$ cat src/rtl/branch_predictor.sv
// Branch history table plus branch target buffer for the RV32I fetch stage.
// Zero-latency lookup, registered training, sequential table clear and perf counters.
module branch_predictor #(
    parameter int unsigned ENTRIES = 64,
    parameter int unsigned TAG_W   = 8,
    parameter int unsigned XLEN    = 32,
    parameter int unsigned CNT_W   = 32
) (
    input  logic             clk,
    input  logic             reset,

    input  logic [XLEN-1:0]  pc_f,
    output logic             pred_taken,
    output logic [XLEN-1:0]  pred_target,

    input  logic             upd_valid,
    input  logic [XLEN-1:0]  upd_pc,
    input  logic             upd_taken,
    input  logic [XLEN-1:0]  upd_target,
    input  logic             upd_pred_taken,
    input  logic [XLEN-1:0]  upd_pred_target,
    output logic             mispredict,
    output logic [XLEN-1:0]  redirect_pc,

    input  logic             clear,
    output logic             busy,
    output logic [CNT_W-1:0] br_count,
    output logic [CNT_W-1:0] mispred_count
);

    localparam int unsigned IDX_W = $clog2(ENTRIES);
    localparam logic [IDX_W-1:0] LAST_IDX = IDX_W'(ENTRIES - 1);

    typedef enum logic [0:0] {StIdle, StSweep} state_e;

    state_e           state_q;
    logic [IDX_W-1:0] ptr_q;

    logic             valid_q  [ENTRIES];
    logic [TAG_W-1:0] tag_q    [ENTRIES];
    logic [1:0]       ctr_q    [ENTRIES];
    logic [XLEN-1:0]  target_q [ENTRIES];

    logic [CNT_W-1:0] br_count_q;
    logic [CNT_W-1:0] mispred_count_q;

    logic [IDX_W-1:0] f_idx;
    logic [TAG_W-1:0] f_tag;
    logic             f_hit;
    logic [IDX_W-1:0] u_idx;
    logic [TAG_W-1:0] u_tag;
    logic             u_hit;
    logic [1:0]       u_ctr_nxt;

    // Upper fetch-PC bits beyond the tag and the byte offset do not take part in lookup.
    logic unused_pc_bits;
    assign unused_pc_bits = ^{pc_f[XLEN-1:IDX_W+TAG_W+2], pc_f[1:0]};

    assign f_idx = pc_f[IDX_W+1:2];
    assign f_tag = pc_f[IDX_W+TAG_W+1:IDX_W+2];
    assign u_idx = upd_pc[IDX_W+1:2];
    assign u_tag = upd_pc[IDX_W+TAG_W+1:IDX_W+2];

    assign busy  = (state_q == StSweep);

    // Lookup reads the pre-update table, so same-cycle training is seen one cycle later.
    always_comb begin
        f_hit       = valid_q[f_idx] && (tag_q[f_idx] == f_tag);
        pred_taken  = !busy && f_hit && ctr_q[f_idx][1];
        pred_target = pred_taken ? target_q[f_idx] : '0;
    end

    always_comb begin
        mispredict  = upd_valid &&
                      ((upd_taken != upd_pred_taken) ||
                       (upd_taken && upd_pred_taken && (upd_target != upd_pred_target)));
        redirect_pc = upd_taken ? upd_target : (upd_pc + XLEN'(4));
    end

    always_comb begin
        u_hit     = valid_q[u_idx] && (tag_q[u_idx] == u_tag);
        u_ctr_nxt = ctr_q[u_idx];
        if (upd_taken) begin
            if (ctr_q[u_idx] != 2'b11) u_ctr_nxt = ctr_q[u_idx] + 2'd1;
        end else begin
            if (ctr_q[u_idx] != 2'b00) u_ctr_nxt = ctr_q[u_idx] - 2'd1;
        end
    end

    always_ff @(posedge clk or negedge reset) begin
        if (!reset) begin
            state_q <= StIdle;
            ptr_q   <= '0;
        end else begin
            case (state_q)
                StIdle: begin
                    if (clear) begin
                        state_q <= StSweep;
                        ptr_q   <= '0;
                    end
                end
                StSweep: begin
                    ptr_q <= ptr_q + IDX_W'(1);
                    if (ptr_q == LAST_IDX) state_q <= StIdle;
                end
                default: begin
                    state_q <= StIdle;
                    ptr_q   <= '0;
                end
            endcase
        end
    end

    // Training is dropped while sweeping, so the sweep never races an update.
    always_ff @(posedge clk or negedge reset) begin
        if (!reset) begin
            for (int i = 0; i < ENTRIES; i++) begin
                valid_q[i]  <= 1'b0;
                tag_q[i]    <= '0;
                ctr_q[i]    <= 2'b00;
                target_q[i] <= '0;
            end
        end else if (state_q == StSweep) begin
            valid_q[ptr_q] <= 1'b0;
        end else if (upd_valid) begin
            if (u_hit) begin
                ctr_q[u_idx] <= u_ctr_nxt;
                if (upd_taken) target_q[u_idx] <= upd_target;
            end else if (upd_taken) begin
                valid_q[u_idx]  <= 1'b1;
                tag_q[u_idx]    <= u_tag;
                ctr_q[u_idx]    <= 2'b10;
                target_q[u_idx] <= upd_target;
            end
        end
    end

    always_ff @(posedge clk or negedge reset) begin
        if (!reset) begin
            br_count_q      <= '0;
            mispred_count_q <= '0;
        end else begin
            if (upd_valid)  br_count_q      <= br_count_q + CNT_W'(1);
            if (mispredict) mispred_count_q <= mispred_count_q + CNT_W'(1);
        end
    end

    assign br_count      = br_count_q;
    assign mispred_count = mispred_count_q;

endmodule

$ cat config.mk
export PLATFORM = sky130hd
export DESIGN_NAME = branch_predictor
export DESIGN_NICKNAME = d
export VERILOG_FILES = /design/src/rtl/branch_predictor.sv
export SDC_FILE = /design/constraint.sdc
export NUM_CORES = 2
export LEC_CHECK = 0
export CAP_MARGIN = 20
export CORE_ASPECT_RATIO = 1.1
export CORE_MARGIN = 2
export CORE_UTILIZATION = 30
export CTS_CLUSTER_SIZE = 20
export DETAILED_ROUTE_END_ITERATION = 10
export PLACE_DENSITY_LB_ADDON = 0.08
export SKIP_LAST_GASP = 1
export SYNTH_ARGS = -nofsm -noshare
export SYNTH_HDL_FRONTEND = slang
export SYNTH_SLANG_ARGS = --single-unit
$ cat constraint.sdc
create_clock -name clk -period 5.9 [get_ports clk]
set_clock_uncertainty 0.1 [all_clocks]
set_input_delay 0.885 -clock clk [delete_from_list [all_inputs] [get_ports clk]]
set_output_delay 0.885 -clock clk [all_outputs]
set_load 0.01 [all_outputs]
==> metrics.txt <==
layout cells sized above 1=0.322; EDFF count, synth=0; Non-Filler Instances=about 18k; wire length per cell=about 34 um; critical path fanouts, max=25; first-pass GRT wire length=around 850,000 um; total grt overflow=0; Area Overhead vs Synth=19.2%; Starting Density=0.301; final instance area=0.162 mm^2; asr flop ratio synth=1.00; fin crit share=0.984; most numerous cell in the Yosys netlist=nand2_1; Comb pwr share=0.078; Sink Count=about 2.8k; CP max stage delay=~0.57 ns; net switching power=about 12 mW; Pint=33.5 mW; final hold viol count=0; Worst-Skew Late Latency=~0.99 ns; Antenna Nets Post-Route=0; top-area cell type share of the netlist area=0.521; sequential fraction of the synthesis area=0.521; initial antenna violation count=49; Final Wtd Congestion=~0.86; dpl ws=-0.747 ns; kind of cell adding the most delay to the critical path=multiplexers; Post-Route Utilization=0.358; most frequent CP cell=buf_12; number of global-route vias before repair=between 100k and 150k; pin count of the biggest net entering global routing=roughly 170; mapped cell area=between 0.1 and 0.15 mm^2; Crit. End Element=output pin; Worst Path Buf+Inv=8; Most used DFF post-synth=dfrtp_1; drt drc=0; Net Sw Frac=0.260; detailed placement HPWL=between 300,000 and 400,000 um; CTS root buf=clkbuf_16; Core Region=0.451 mm^2; final setup fails=0; Synth area leaders=dfrtp_1 (52%), mux4_2 (15%), mux2_2 (12%); CTS tree=built; count of cell types in the netlist=between 70 and 80; Std-Cell Rows=259; number of synthesized register bits=about 2.8k; CTS Buf Count=between 300 and 400; syn avg cell area=roughly 12 um^2; IO buf count=around 250; Pleak=about 78 nW; top post-synthesis cells by count=nand2_1 (3,849), dfrtp_1 (2,823), mux2_2 (1,422), mux4_2 (905), clkbuf_1 (778); Setup CP Type=input port to output pin; Clk pwr share=0.479; H-tree Lvls=5; Max Cap Viol=0; syn_nets=~12k; final worst slack=roughly 0.096 ns; DR pass1 iterations=8; min cycle time layout=5.80 ns; Critical Path Start Type=input port; GRT Util Overall=0.267; CP arrival=a little under 5 ns; vias=just under 100k; die area=around 0.46 mm^2; RSZ-0062 raised after global routing=true; max_slew headroom=0.150; vias per cell=~5.4; status=finished clean; final WL=619,000 um; clock transition at the registers of the reported paths=around 0.05 ns; Die H=between 700 and 800 um; Critical Path Slowest Stage Cell=mux4_2; Iter 0 DRT Violations=9,398; Post-Syn Instances=roughly 11k; hold crit path type=input port to flip-flop; # IOs=~270; PD cells=between 200 and 300 mW/mm^2; Slew @ Worst Pin=approximately 1.3 ns; Max Freq=roughly 170 MHz; Yosys top cell by area=dfrtp_1; Die Wd=645 um; Area after DPL=around 0.15 mm^2; VDD IR-drop max=~0.22 mV; layout net count=11.9k; CP Cell Sequence=buf_8 -> buf_12 -> mux4_2 -> mux4_2 -> mux4_2 -> xor2_2 -> nor4_4 -> buf_4 -> nand4b_1 -> buf_6 -> buf_12 -> buf_16 -> a211oi_4 -> buf_12 -> buf_12; Critical Path RT=a little under 5 ns; Reg power frac=0.443; Slew Limit Fails=0; dpl cells=between 15k and 20k; Longest Clk Path Bufs=4; Yosys warnings=0
-- state kept, by name, indices dropped and copies added (netlist names) --
signal,flops
target_q,2048
tag_q,512
ctr_q,128
valid_q,64
br_count,32
mispred_count,32
ptr_q,6
busy,1
-- final timing paths --
check                               start         endpoint  slack (ns)  cells past startpoint
max                               pc_f[2]  pred_target[31]         0.1                     15
min in group asynchronous           reset       tag_q[250]        0.53                      2
min reg2reg                target_q[1180]   target_q[1180]        0.37                      2
max in group asynchronous           reset       tag_q[320]        3.50                      3
max reg2reg                    tag_q[384]       tag_q[178]        1.59                     11
min                        upd_target[17]   target_q[1841]        0.21                      3
-- power by group through the flow --
stage	registers, mW	logic (mW)	clock network, mW
6_report	20.1	3.52	21.7
4_1_cts	20.0	3.56	22.2
5_1_grt	20.1	3.74	23.0
3_3_place_gp	20.4	3.51	0
2_1_floorplan	20.3	1.68	0
3_5_place_dp	20.4	3.54	0
-- layer usage --
metal / track usage / share of wire
met1: 0.356 / 0.42
met2: 0.426 / 0.46
met3: 0.0417 / 0.059
met4: 0.127 / 0.054
met5: 0 / 0.000071
-- timing repair --
item,in CTS,in global routing
pin swaps,8,6
setup endpoints to repair,33,32
cloned,2,0
buffers inserted,16,10
hold buffers,1,0
gates resized for setup,172,8
hold endpoints to repair,66,0
-- through the flow --
step | setup TNS [ns] | power (mW) | hold slack, ns
after floorplan | 0 | 21.9 | 0.341
after detailed placement | -11.22 | 23.9 | 0.357
after global routing | -0.0176 | 46.8 | 0.223
after global placement | -14.52 | 23.9 | 0.352
after CTS | -2.57 | 45.8 | 0.106
final | 0 | 45.3 | 0.212
-- placed cells by master (no fill, tap or decap), types with 31 or more instances in the layout --
master / Yosys / routed
mux2i_1: 229 / 229
a221oi_1: 43 / 43
nor2_2: 30 / 36
mux4_2: 905 / 905
xor2_1: 40 / 39
nor2_1: 170 / 115
buf_2: 84 / 52
buf_12: 0 / 197
nand2_1: 3849 / 3796
o21ai_0: 91 / 90
clkbuf_16: 0 / 347
nor2_4: 0 / 49
mux2_2: 1422 / 1422
nand2_2: 0 / 40
buf_4: 36 / 516
clkdlybuf4s50_1: 0 / 162
clkbuf_1: 778 / 73
dfrtp_1: 2823 / 2823
xnor2_1: 94 / 90
a21oi_1: 57 / 57
a2bb2oi_1: 55 / 55
o22ai_1: 31 / 31
clkbuf_8: 0 / 81
a22oi_1: 43 / 43
nand3_1: 130 / 130
and3_1: 41 / 41
clkinv_2: 0 / 58
-- worst reg2reg max path, stage by stage, from the launching register on --
cell,delay (ns)
dfrtp_1,0.39
and4_1,0.20
a2111oi_0,0.38
a31oi_1,0.18
buf_4,0.19
nor4_1,0.72
nand4_1,0.19
nand4b_1,0.21
nor4_4,0.06
buf_12,0.19
nor2_2,0.91
mux2_2,0.45
-- final cells by class --
class | count | area, um^2
well taps | 6003 | 7510
repair buffers | 959 | 10200
fillers | 43698 | 290000
inverters | 14 | 53.8
clock inverters | 101 | 1200
multi-input cells | 7617 | 62000
diodes | 16 | 40.0
flip-flops and latches | 2823 | 70600
clock buffers | 501 | 10100
-- logic make-up (layout without fill, tap and decap cells) --
kind of cell | count (synthesis) | after routing | synth area share
multiplexers | 2559 | 2559 | 0.285
XOR/XNOR | 134 | 134 | 0.00865
flip-flops | 2823 | 2823 | 0.521
adder cells (fa/ha/maj) | 7 | 7 | 0.000609
AND/OR/NAND/NOR | 4475 | 4475 | 0.133
AO/OA/AOI/OAI | 442 | 442 | 0.0229
other | 0 | 16 | 0
buffers and inverters | 979 | 1575 | 0.0291
(Power assumes the default switching activity.)
